## src/rtl/sprite_scan_store.sv

```systemverilog
// Sprite scan store: filters OAM entries against the current line during SCAN, keeps up to MAX_SPRITES hits in OAM order.
// Latency: a stored hit is visible one cycle after its oam_valid; a render match is registered one cycle after cur_x.
// Backpressure: match_valid doubles as the fetcher stall; a match is held until fetch_done, and the next one follows after a 1-cycle gap.
//
// Ports:
//   clk1, reset_video         clock and synchronous active-high reset
//   scan_start, line,         scan control: scan_start clears the store and enters SCAN;
//   tall_mode                 tall_mode is sampled on scan_start, line every scan cycle
//   oam_valid/y/x/idx         OAM entry stream, consumed only in SCAN
//   render_en, cur_x,         render control, pixel X in raw OAM X space, and the
//   fetch_done                fetcher acknowledge
//   scan_busy, store_count    scan status and number of filled slots
//   match_valid/slot/idx/row  presented match (all zero outside RENDER)
//   overflow                  sticky dropped-hit flag
//
// Optional build macro SPRITE_STORE_OVERFLOW_EN: when defined, overflow is live and a
// saturating 6-bit dropped-hit counter (drop_cnt) is kept for debug; when undefined,
// overflow is tied low. Store behaviour is identical either way.
//
// Parameter limits: MAX_SPRITES 1..16, OAM_ENTRIES 1..64, 2**IDX_W >= OAM_ENTRIES,
// 2**SLOT_W >= MAX_SPRITES.

module sprite_scan_store #(
  parameter int MAX_SPRITES = 10,
  parameter int OAM_ENTRIES = 40,
  parameter int IDX_W       = 6,
  parameter int SLOT_W      = 4
) (
  input  logic              clk1,
  input  logic              reset_video,
  input  logic              scan_start,
  input  logic [7:0]        line,
  input  logic              tall_mode,
  input  logic              oam_valid,
  input  logic [7:0]        oam_y,
  input  logic [7:0]        oam_x,
  input  logic [IDX_W-1:0]  oam_idx,
  input  logic              render_en,
  input  logic [7:0]        cur_x,
  input  logic              fetch_done,
  output logic              scan_busy,
  output logic [SLOT_W-1:0] store_count,
  output logic              match_valid,
  output logic [SLOT_W-1:0] match_slot,
  output logic [IDX_W-1:0]  match_idx,
  output logic [3:0]        match_row,
  output logic              overflow
);

  // One extra bit on both counters so they can hold the full value
  // (MAX_SPRITES may equal 2**SLOT_W, OAM_ENTRIES may equal 2**IDX_W).
  localparam int CNT_W = SLOT_W + 1;
  localparam int ENT_W = IDX_W + 1;

  typedef enum logic [1:0] {
    ST_IDLE   = 2'd0,
    ST_SCAN   = 2'd1,
    ST_READY  = 2'd2,
    ST_RENDER = 2'd3
  } state_t;

  state_t state;
  state_t state_nxt;

  logic [CNT_W-1:0] fill_cnt;
  logic [ENT_W-1:0] ent_cnt;
  logic             tall_q;

  logic [MAX_SPRITES-1:0] slot_vld;
  logic [MAX_SPRITES-1:0] slot_used;
  logic [IDX_W-1:0]       slot_idx [MAX_SPRITES];
  logic [7:0]             slot_x   [MAX_SPRITES];
  logic [3:0]             slot_row [MAX_SPRITES];

  // ---------------------------------------------------------------------------
  // Scan filter
  // ---------------------------------------------------------------------------
  logic [7:0] diff;
  logic       hit;
  logic       scan_acc;
  logic       store_wr;
  logic       scan_last;

  // scan_start wins over a same-cycle OAM entry: the entry is discarded.
  assign scan_acc  = (state == ST_SCAN) && oam_valid && !scan_start;
  // OAM Y is stored with a +16 bias; mod-256 arithmetic lets sprites wrap
  // around the top of the line space.
  assign diff      = line + 8'd16 - oam_y;
  assign hit       = tall_q ? (diff < 8'd16) : (diff < 8'd8);
  assign store_wr  = scan_acc && hit && (fill_cnt < CNT_W'(MAX_SPRITES));
  assign scan_last = scan_acc && (ent_cnt == ENT_W'(OAM_ENTRIES - 1));

  // ---------------------------------------------------------------------------
  // Render candidate selection (combinational, from registered slot state)
  // ---------------------------------------------------------------------------
  logic [MAX_SPRITES-1:0] cand;
  logic                   any_cand;
  logic [SLOT_W-1:0]      win_slot;
  logic [IDX_W-1:0]       win_idx;
  logic [3:0]             win_row;

  always_comb begin
    cand = '0;
    for (int i = 0; i < MAX_SPRITES; i++) begin
      cand[i] = slot_vld[i] && !slot_used[i] && (slot_x[i] == cur_x);
    end
  end

  // Walk from the top slot down so the lowest-numbered candidate is the
  // last assignment and therefore wins.
  always_comb begin
    any_cand = 1'b0;
    win_slot = '0;
    win_idx  = '0;
    win_row  = '0;
    for (int i = MAX_SPRITES - 1; i >= 0; i--) begin
      if (cand[i]) begin
        any_cand = 1'b1;
        win_slot = SLOT_W'(i);
        win_idx  = slot_idx[i];
        win_row  = slot_row[i];
      end
    end
  end

  // ---------------------------------------------------------------------------
  // FSM: state register
  // ---------------------------------------------------------------------------
  always_ff @(posedge clk1) begin
    if (reset_video) begin
      state <= ST_IDLE;
    end else begin
      state <= state_nxt;
    end
  end

  // FSM: next state
  always_comb begin
    state_nxt = state;
    if (scan_start) begin
      state_nxt = ST_SCAN;
    end else begin
      case (state)
        ST_IDLE:   state_nxt = ST_IDLE;
        ST_SCAN:   if (scan_last)  state_nxt = ST_READY;
        ST_READY:  if (render_en)  state_nxt = ST_RENDER;
        ST_RENDER: if (!render_en) state_nxt = ST_IDLE;
        default:   state_nxt = ST_IDLE;
      endcase
    end
  end

  // FSM: outputs
  logic              mv_q;
  logic [SLOT_W-1:0] ms_q;
  logic [IDX_W-1:0]  mi_q;
  logic [3:0]        mr_q;

  always_comb begin
    scan_busy   = (state == ST_SCAN);
    // Full count of a 2**SLOT_W store does not fit SLOT_W bits and reads as 0.
    store_count = fill_cnt[SLOT_W-1:0];
    match_valid = mv_q;
    match_slot  = ms_q;
    match_idx   = mi_q;
    match_row   = mr_q;
  end

  // ---------------------------------------------------------------------------
  // Slot store, entry counter, consumed bits
  // ---------------------------------------------------------------------------
  logic render_act;
  logic fetch_ack;

  // Matching runs only while RENDER persists; leaving it (render_en low,
  // scan_start) zeroes the match registers on the same edge.
  assign render_act = (state == ST_RENDER) && (state_nxt == ST_RENDER);
  assign fetch_ack  = mv_q && fetch_done;

  always_ff @(posedge clk1) begin
    if (reset_video) begin
      fill_cnt  <= '0;
      ent_cnt   <= '0;
      tall_q    <= 1'b0;
      slot_vld  <= '0;
      slot_used <= '0;
      for (int i = 0; i < MAX_SPRITES; i++) begin
        slot_idx[i] <= '0;
        slot_x[i]   <= '0;
        slot_row[i] <= '0;
      end
    end else if (scan_start) begin
      fill_cnt  <= '0;
      ent_cnt   <= '0;
      tall_q    <= tall_mode;
      slot_vld  <= '0;
      slot_used <= '0;
    end else begin
      if (scan_acc) begin
        ent_cnt <= ent_cnt + ENT_W'(1);
      end
      if (store_wr) begin
        fill_cnt <= fill_cnt + CNT_W'(1);
      end
      for (int i = 0; i < MAX_SPRITES; i++) begin
        if (store_wr && (fill_cnt == CNT_W'(i))) begin
          slot_vld[i] <= 1'b1;
          slot_idx[i] <= oam_idx;
          slot_x[i]   <= oam_x;
          slot_row[i] <= diff[3:0];
        end
        if (fetch_ack && (ms_q == SLOT_W'(i))) begin
          slot_used[i] <= 1'b1;
        end
      end
    end
  end

  // ---------------------------------------------------------------------------
  // Match presentation registers
  // ---------------------------------------------------------------------------
  always_ff @(posedge clk1) begin
    if (reset_video || !render_act) begin
      mv_q <= 1'b0;
      ms_q <= '0;
      mi_q <= '0;
      mr_q <= '0;
    end else if (mv_q && !fetch_done) begin
      // Hold the presented sprite while the fetcher is busy, even if cur_x moves.
      mv_q <= 1'b1;
    end else if (mv_q) begin
      // Acknowledged: one idle cycle lets the consumed bit settle before the
      // next candidate at this X is selected.
      mv_q <= 1'b0;
      ms_q <= '0;
      mi_q <= '0;
      mr_q <= '0;
    end else begin
      mv_q <= any_cand;
      ms_q <= win_slot;
      mi_q <= win_idx;
      mr_q <= win_row;
    end
  end

  // ---------------------------------------------------------------------------
  // Overflow tracking
  // ---------------------------------------------------------------------------
`ifdef SPRITE_STORE_OVERFLOW_EN
  logic       drop_hit;
  logic       ovf_q;
  logic [5:0] drop_cnt;

  assign drop_hit = scan_acc && hit && (fill_cnt >= CNT_W'(MAX_SPRITES));

  always_ff @(posedge clk1) begin
    if (reset_video || scan_start) begin
      ovf_q    <= 1'b0;
      drop_cnt <= '0;
    end else if (drop_hit) begin
      ovf_q <= 1'b1;
      if (drop_cnt != 6'd63) begin
        drop_cnt <= drop_cnt + 6'd1;
      end
    end
  end

  assign overflow = ovf_q;
`else
  assign overflow = 1'b0;
`endif

endmodule

```

## config.mk

```make
export PLATFORM = sky130hd
export DESIGN_NAME = sprite_scan_store
export DESIGN_NICKNAME = d
export VERILOG_FILES = /design/src/rtl/sprite_scan_store.sv
export SDC_FILE = /design/constraint.sdc
export NUM_CORES = 1
export LEC_CHECK = 0
export CAP_MARGIN = 40
export CELL_PAD_IN_SITES_DETAIL_PLACEMENT = 0
export CELL_PAD_IN_SITES_GLOBAL_PLACEMENT = 2
export CORE_MARGIN = 10
export CORE_UTILIZATION = 40
export CTS_CLUSTER_DIAMETER = 200
export CTS_CLUSTER_SIZE = 16
export DETAILED_ROUTE_END_ITERATION = 10
export PLACE_DENSITY_LB_ADDON = 0.25
export RECOVER_POWER = 100
export SETUP_SLACK_MARGIN = 0.5
export SYNTH_ARGS = -nofsm -noshare
export SYNTH_HDL_FRONTEND = slang
export SYNTH_SLANG_ARGS = --single-unit
```

## constraint.sdc

```tcl
create_clock -name clk1 -period 6.26 [get_ports clk1]
set_clock_uncertainty 0.15 [all_clocks]
set_input_delay 1.252 -clock clk1 [delete_from_list [all_inputs] [get_ports clk1]]
set_output_delay 1.252 -clock clk1 [all_outputs]
set_load 0.01 [all_outputs]
```

== After elaboration in Yosys (flattened, before gate mapping) ==
Memories as Yosys holds them, arrays and structs flattened.
Index checks and enable logic that the tools add are counted.
Cells by class
  add/sub/neg operators: 4
  order comparisons: 3
  equal/unequal tests: 33
  mux-type cells: 123
  bitwise logic cells: 30
  reductions and logical operators: 66
Operators by type and width (number)
  $mux W4: 32
  $mux W6: 21
  $eq A8 B8 Y1: 10
  $mux W8: 10
  $mux W1: 55
  $logic_and A1 B1 Y1: 48
  $or A1 B1 Y1: 30
  $eq A5 B3 Y1 const B: 4
  $eq A4 B3 Y1 const B: 4
  $logic_not A1 Y1: 13
  $eq A5 B2 Y1 const B: 2
  $eq A5 B4 Y1 const B: 2
  $add A8 B5 Y8 const B: 1
  $eq A4 B2 Y1 const B: 2
  $eq A4 B4 Y1 const B: 2
  $lt A8 B4 Y1 const B: 1
  $lt A8 B5 Y1 const B: 1
  $mux W2: 4
  $pmux W2 S4: 1
  $sub A8 B8 Y8: 1
  $add A7 B1 Y7 const B: 1
  $eq A7 B6 Y1 const B: 1
  $eq A2 B2 Y1 const B: 3
  $add A5 B1 Y5 const B: 1
  9 further kinds: 9
Word-level totals
  register bits after elaboration: 50
  memory bits (writable): 180
  bits of input ports: 45
  output and inout bits: 21
  word-level logic and storage cells: 290
  memories: 3
Memory list
  slot_x: words 10, width 8, read ports 10, clocked after Yosys merged registers in 0, write ports 10, line 72  | logic [7:0] slot_x [MAX_SPRITES];
  slot_idx: words 10, width 6, read ports 10, clocked after Yosys merged registers in 0, write ports 10, line 71  | logic [IDX_W-1:0] slot_idx [MAX_SPRITES];
  slot_row: words 10, width 4, read ports 10, clocked after Yosys merged registers in 0, write ports 10, line 73  | logic [3:0] slot_row [MAX_SPRITES];

== Logic depth before layout (Yosys ltp) ==
  word-level depth: 15
  mapped depth: 15
  mapped depth without buffers: 13

== Least setup slack after synthesis ==
OpenSTA, ideal clock, no wires.
  kind: input to register
  from: input oam_y[1]
  to: memory slot_idx[4][0] (netlist: slot_idx[0][24]), enable pin
  library setup time: 0.397 ns
  arrival time: 4.246 ns
  data required time: 5.713 ns
  slack: 1.467 ns
  stages on the path: 11
  path buffers: 1
  cells stage by stage: inv_1 > ha_1 > ha_1 > fa_1 > a21o_1 > a21oi_1 > a21oi_1 > nor3_4 > nand2_4 > buf_6 > o21bai_1
RTL lines
  start: declaration: line 35  | input logic [7:0] oam_y,
  end: declaration: line 71

==> results.tsv <==
stage	metric	value	unit
critical_path	cp-end-kind	register	
logic_synthesis	yosysSeqAreaShare	58.4	%
timing	drv_slew	0	
clock_tree	cts_resized	0	
global_route	gr-total-overflow	0	
timing	fin_setup_tns	0	ns
route	drc	0	
layout	final_util	46.5	%
power_and_ir_drop	leakage	4.62	nW
route	wl_met3	1420	um
route	met2_length	14400	um
layout	fin_nets	1066	
floorplanning	die_x	186	um
timing	slew_headroom	35.5	%
timing	setup_viol	0	
route	vias	7161	
clock_tree	hold_buffers	0	
route	drt-pass1-iter-count	4	
timing	min_period	5.18	ns
layout	ff_latch_area	0.00641	mm^2
timing	setup_ws	1.08	ns
critical_path	crit_fanout	18	
route	vias_per_cell	5.30	
clock_tree	clk-insertion-delay-late	0.50	ns
logic_synthesis	synthFlopType	edfxtp_1	
status	status	completed	
route	highest_layer	met4	
logic_synthesis	synth-seq-cells	230	
logic_synthesis	synth_cell_types	60	
global_route	grt_max_degree	22	
route	drt-initial-drc-count	606	
placement	gp_congestion	0.801	
layout	antenna_cells	0	
logic_synthesis	synthCells	933	
floorplanning	core-area	0.0270	mm^2
clock_tree	ctsRootBufferMaster	clkbuf_16	
route	route.detailed.wl_per_inst	22.4	um
timing	whs	0.298	ns
route	ant_nets	0	
floorplanning	rows	60	
clock_tree	path_clk_slew	0.07	ns
layout	layout_commonest_cell	edfxtp_1	
logic_synthesis	synth_nets	997	
floorplanning	dieArea	0.0345	mm^2
clock_tree	cts_tree	done	
critical_path	cp.required	6.24	ns
power_and_ir_drop	p_per_area	240	mW/mm^2
route	wl_met1	14100	um
logic_synthesis	synth_edf_count	180	
timing	fmax	193	MHz
critical_path	cp.arrival	5.16	ns
layout	final_cells	1351	
placement	dp.cells	1323	
layout	final_cell_mix	edfxtp_1 (180), and2_1 (101), nor2_1 (66)	
timing	tightestPinTransition	0.968	ns
clock_tree	cts_num_sinks	230	
global_route	antenna_found_initial	1	
floorplanning	chipHeight	186	um
clock_tree	numCtsBuffers	18	
layout	area_delta_synth_final	14.2	%
layout	drive_gt1_share	7.82	%
logic_synthesis	synthArstFlopShare	0	%
placement	preCtsSetupSlack	1.10	ns
floorplanning	io_pins	66	
logic_synthesis	syn_area_per_cell	11.8	um^2
global_route	grt_pass1_wl	45700	um
layout	multiInputGateArea	0.00421	mm^2
timing	rsz0062_at_grt	no	
job	cap_viol_max_count	0	
critical_path	critical_path_class	input pin to register	
global_route	grtUsageTotal	17.7	%
clock_tree	cts_setup_buffers	0	
floorplanning	start_util	40.7	%
layout	nFillCells	2479	
placement	portBuffers	64	
critical_path	crit_path_start_kind	input pin	
clock_tree	clockBufferDepth	3	
clock_tree	cts_max_level	1	
power_and_ir_drop	ir_drop	213	uV
placement	dp_hpwl	20600	um
global_route	grt_pass1_vias	7253	
timing	period_share	82.8	%
logic_synthesis	yosys_warnings	0	
worst_hold_path	min_path_type	register to register	
logic_synthesis	synthesis.area	0.0110	mm^2
timing	finalHoldViolations	0	
route	wl	30300	um
==> Yosys cell counts, types with 5 or more instances <==
| library cell | number | area, um^2 |
|---|---|---|
| nor4_1 | 6 | 37.5 |
| dfxtp_1 | 50 | 1000 |
| clkbuf_1 | 18 | 67.6 |
| a211oi_1 | 11 | 82.6 |
| o22ai_1 | 9 | 56.3 |
| a21o_1 | 14 | 105 |
| buf_4 | 7 | 52.6 |
| nand3_1 | 14 | 70.1 |
| o21bai_1 | 9 | 67.6 |
| nand2b_1 | 9 | 56.3 |
| ha_1 | 18 | 225 |
| mux2i_1 | 5 | 50.1 |
| a32o_1 | 10 | 100 |
| inv_1 | 29 | 109 |
| edfxtp_1 | 180 | 5410 |
| nand4_1 | 18 | 113 |
| and2_1 | 161 | 1010 |
| xnor2_1 | 50 | 438 |
| a21oi_1 | 40 | 200 |
| nand2_1 | 18 | 67.6 |
| a311oi_1 | 7 | 61.3 |
| nor2_1 | 66 | 248 |
| buf_2 | 16 | 80.1 |
| nor3_1 | 31 | 155 |
| a31oi_1 | 14 | 87.6 |
| o21ai_0 | 24 | 120 |
| xor2_1 | 40 | 350 |
==> path summary, 6_finish.rpt <==
check / startpoint / end / slack, ns / cells after the start
setup / recovery: oam_y[1] / slot_idx[0][3] / 1.08 / 12
hold / removal: slot_vld[4] / slot_vld[4] / 0.30 / 1
setup reg to reg: state[0] / slot_idx[0][3] / 2.94 / 8
hold reg to reg: slot_vld[4] / slot_vld[4] / 0.30 / 1
==> routing by layer <==
metal  vias to the layer above  GRT usage [%]
met5                         -              0
met4                         0           3.48
met3                        27           2.05
met2                       163           29.3
met1                      3524           24.6
li1                       3447              -
==> area by class of cell <==
class / count / share of cell area (%)
Inverter: 29 / 0.869
Clock inverter: 2 / 0.220
Clock buffer: 26 / 3.83
Timing Repair Buffer: 97 / 6.97
Multi-Input combinational cell: 626 / 33.6
Tap cell: 341 / 3.40
Sequential cell: 230 / 51.1
==> critical path, cell delays in order <==
cell           delay (ns)
dlygate4sd3_1        0.53
inv_1                0.04
ha_1                 0.26
ha_1                 0.23
fa_1                 0.40
xnor2_1              0.17
clkbuf_1             0.44
o2111ai_1            0.23
nor3_4               0.35
nand2_1              0.45
o21bai_2             0.25
clkbuf_2             0.54
==> flip-flops by register name, indices dropped and copies added (netlist names) <==
name         cells
ent_cnt          7
fill_cnt         5
match_idx        6
match_row        4
match_slot       4
match_valid      1
slot_idx        60
slot_row        40
slot_used       10
slot_vld        10
slot_x          80
state            2
tall_q           1
==> per-stage QoR <==
step | power, W | cell area [um^2]
after floorplan | 0.00185 | 11000
after global placement | 0.00196 | 12000
after detailed placement | 0.00197 | 12100
after CTS | 0.00303 | 12600
after global routing | 0.00311 | 12500
final | 0.00300 | 12500
==> power by group <==
group | switching (W) | total (W) | internal [W]
clock network | 0.000537 | 0.00108 | 0.000540
logic | 0.000143 | 0.000228 | 0.0000850
registers | 0.0000154 | 0.00170 | 0.00168
total | 0.000695 | 0.00300 | 0.00231
==> kinds of logic after synthesis <==
logic type,after synthesis,share of synthesized area [%]
and+or+nand+nor,364,19.4
other,1,0.0342
buffers and inverters,77,3.33
muxes,5,0.456
DFF,230,58.4
adders and majority gates,19,2.24
xor gates and xnor gates,90,7.18
AOI/OAI and AO/OA,147,9.00
Power figures use the tool's default switching activity.
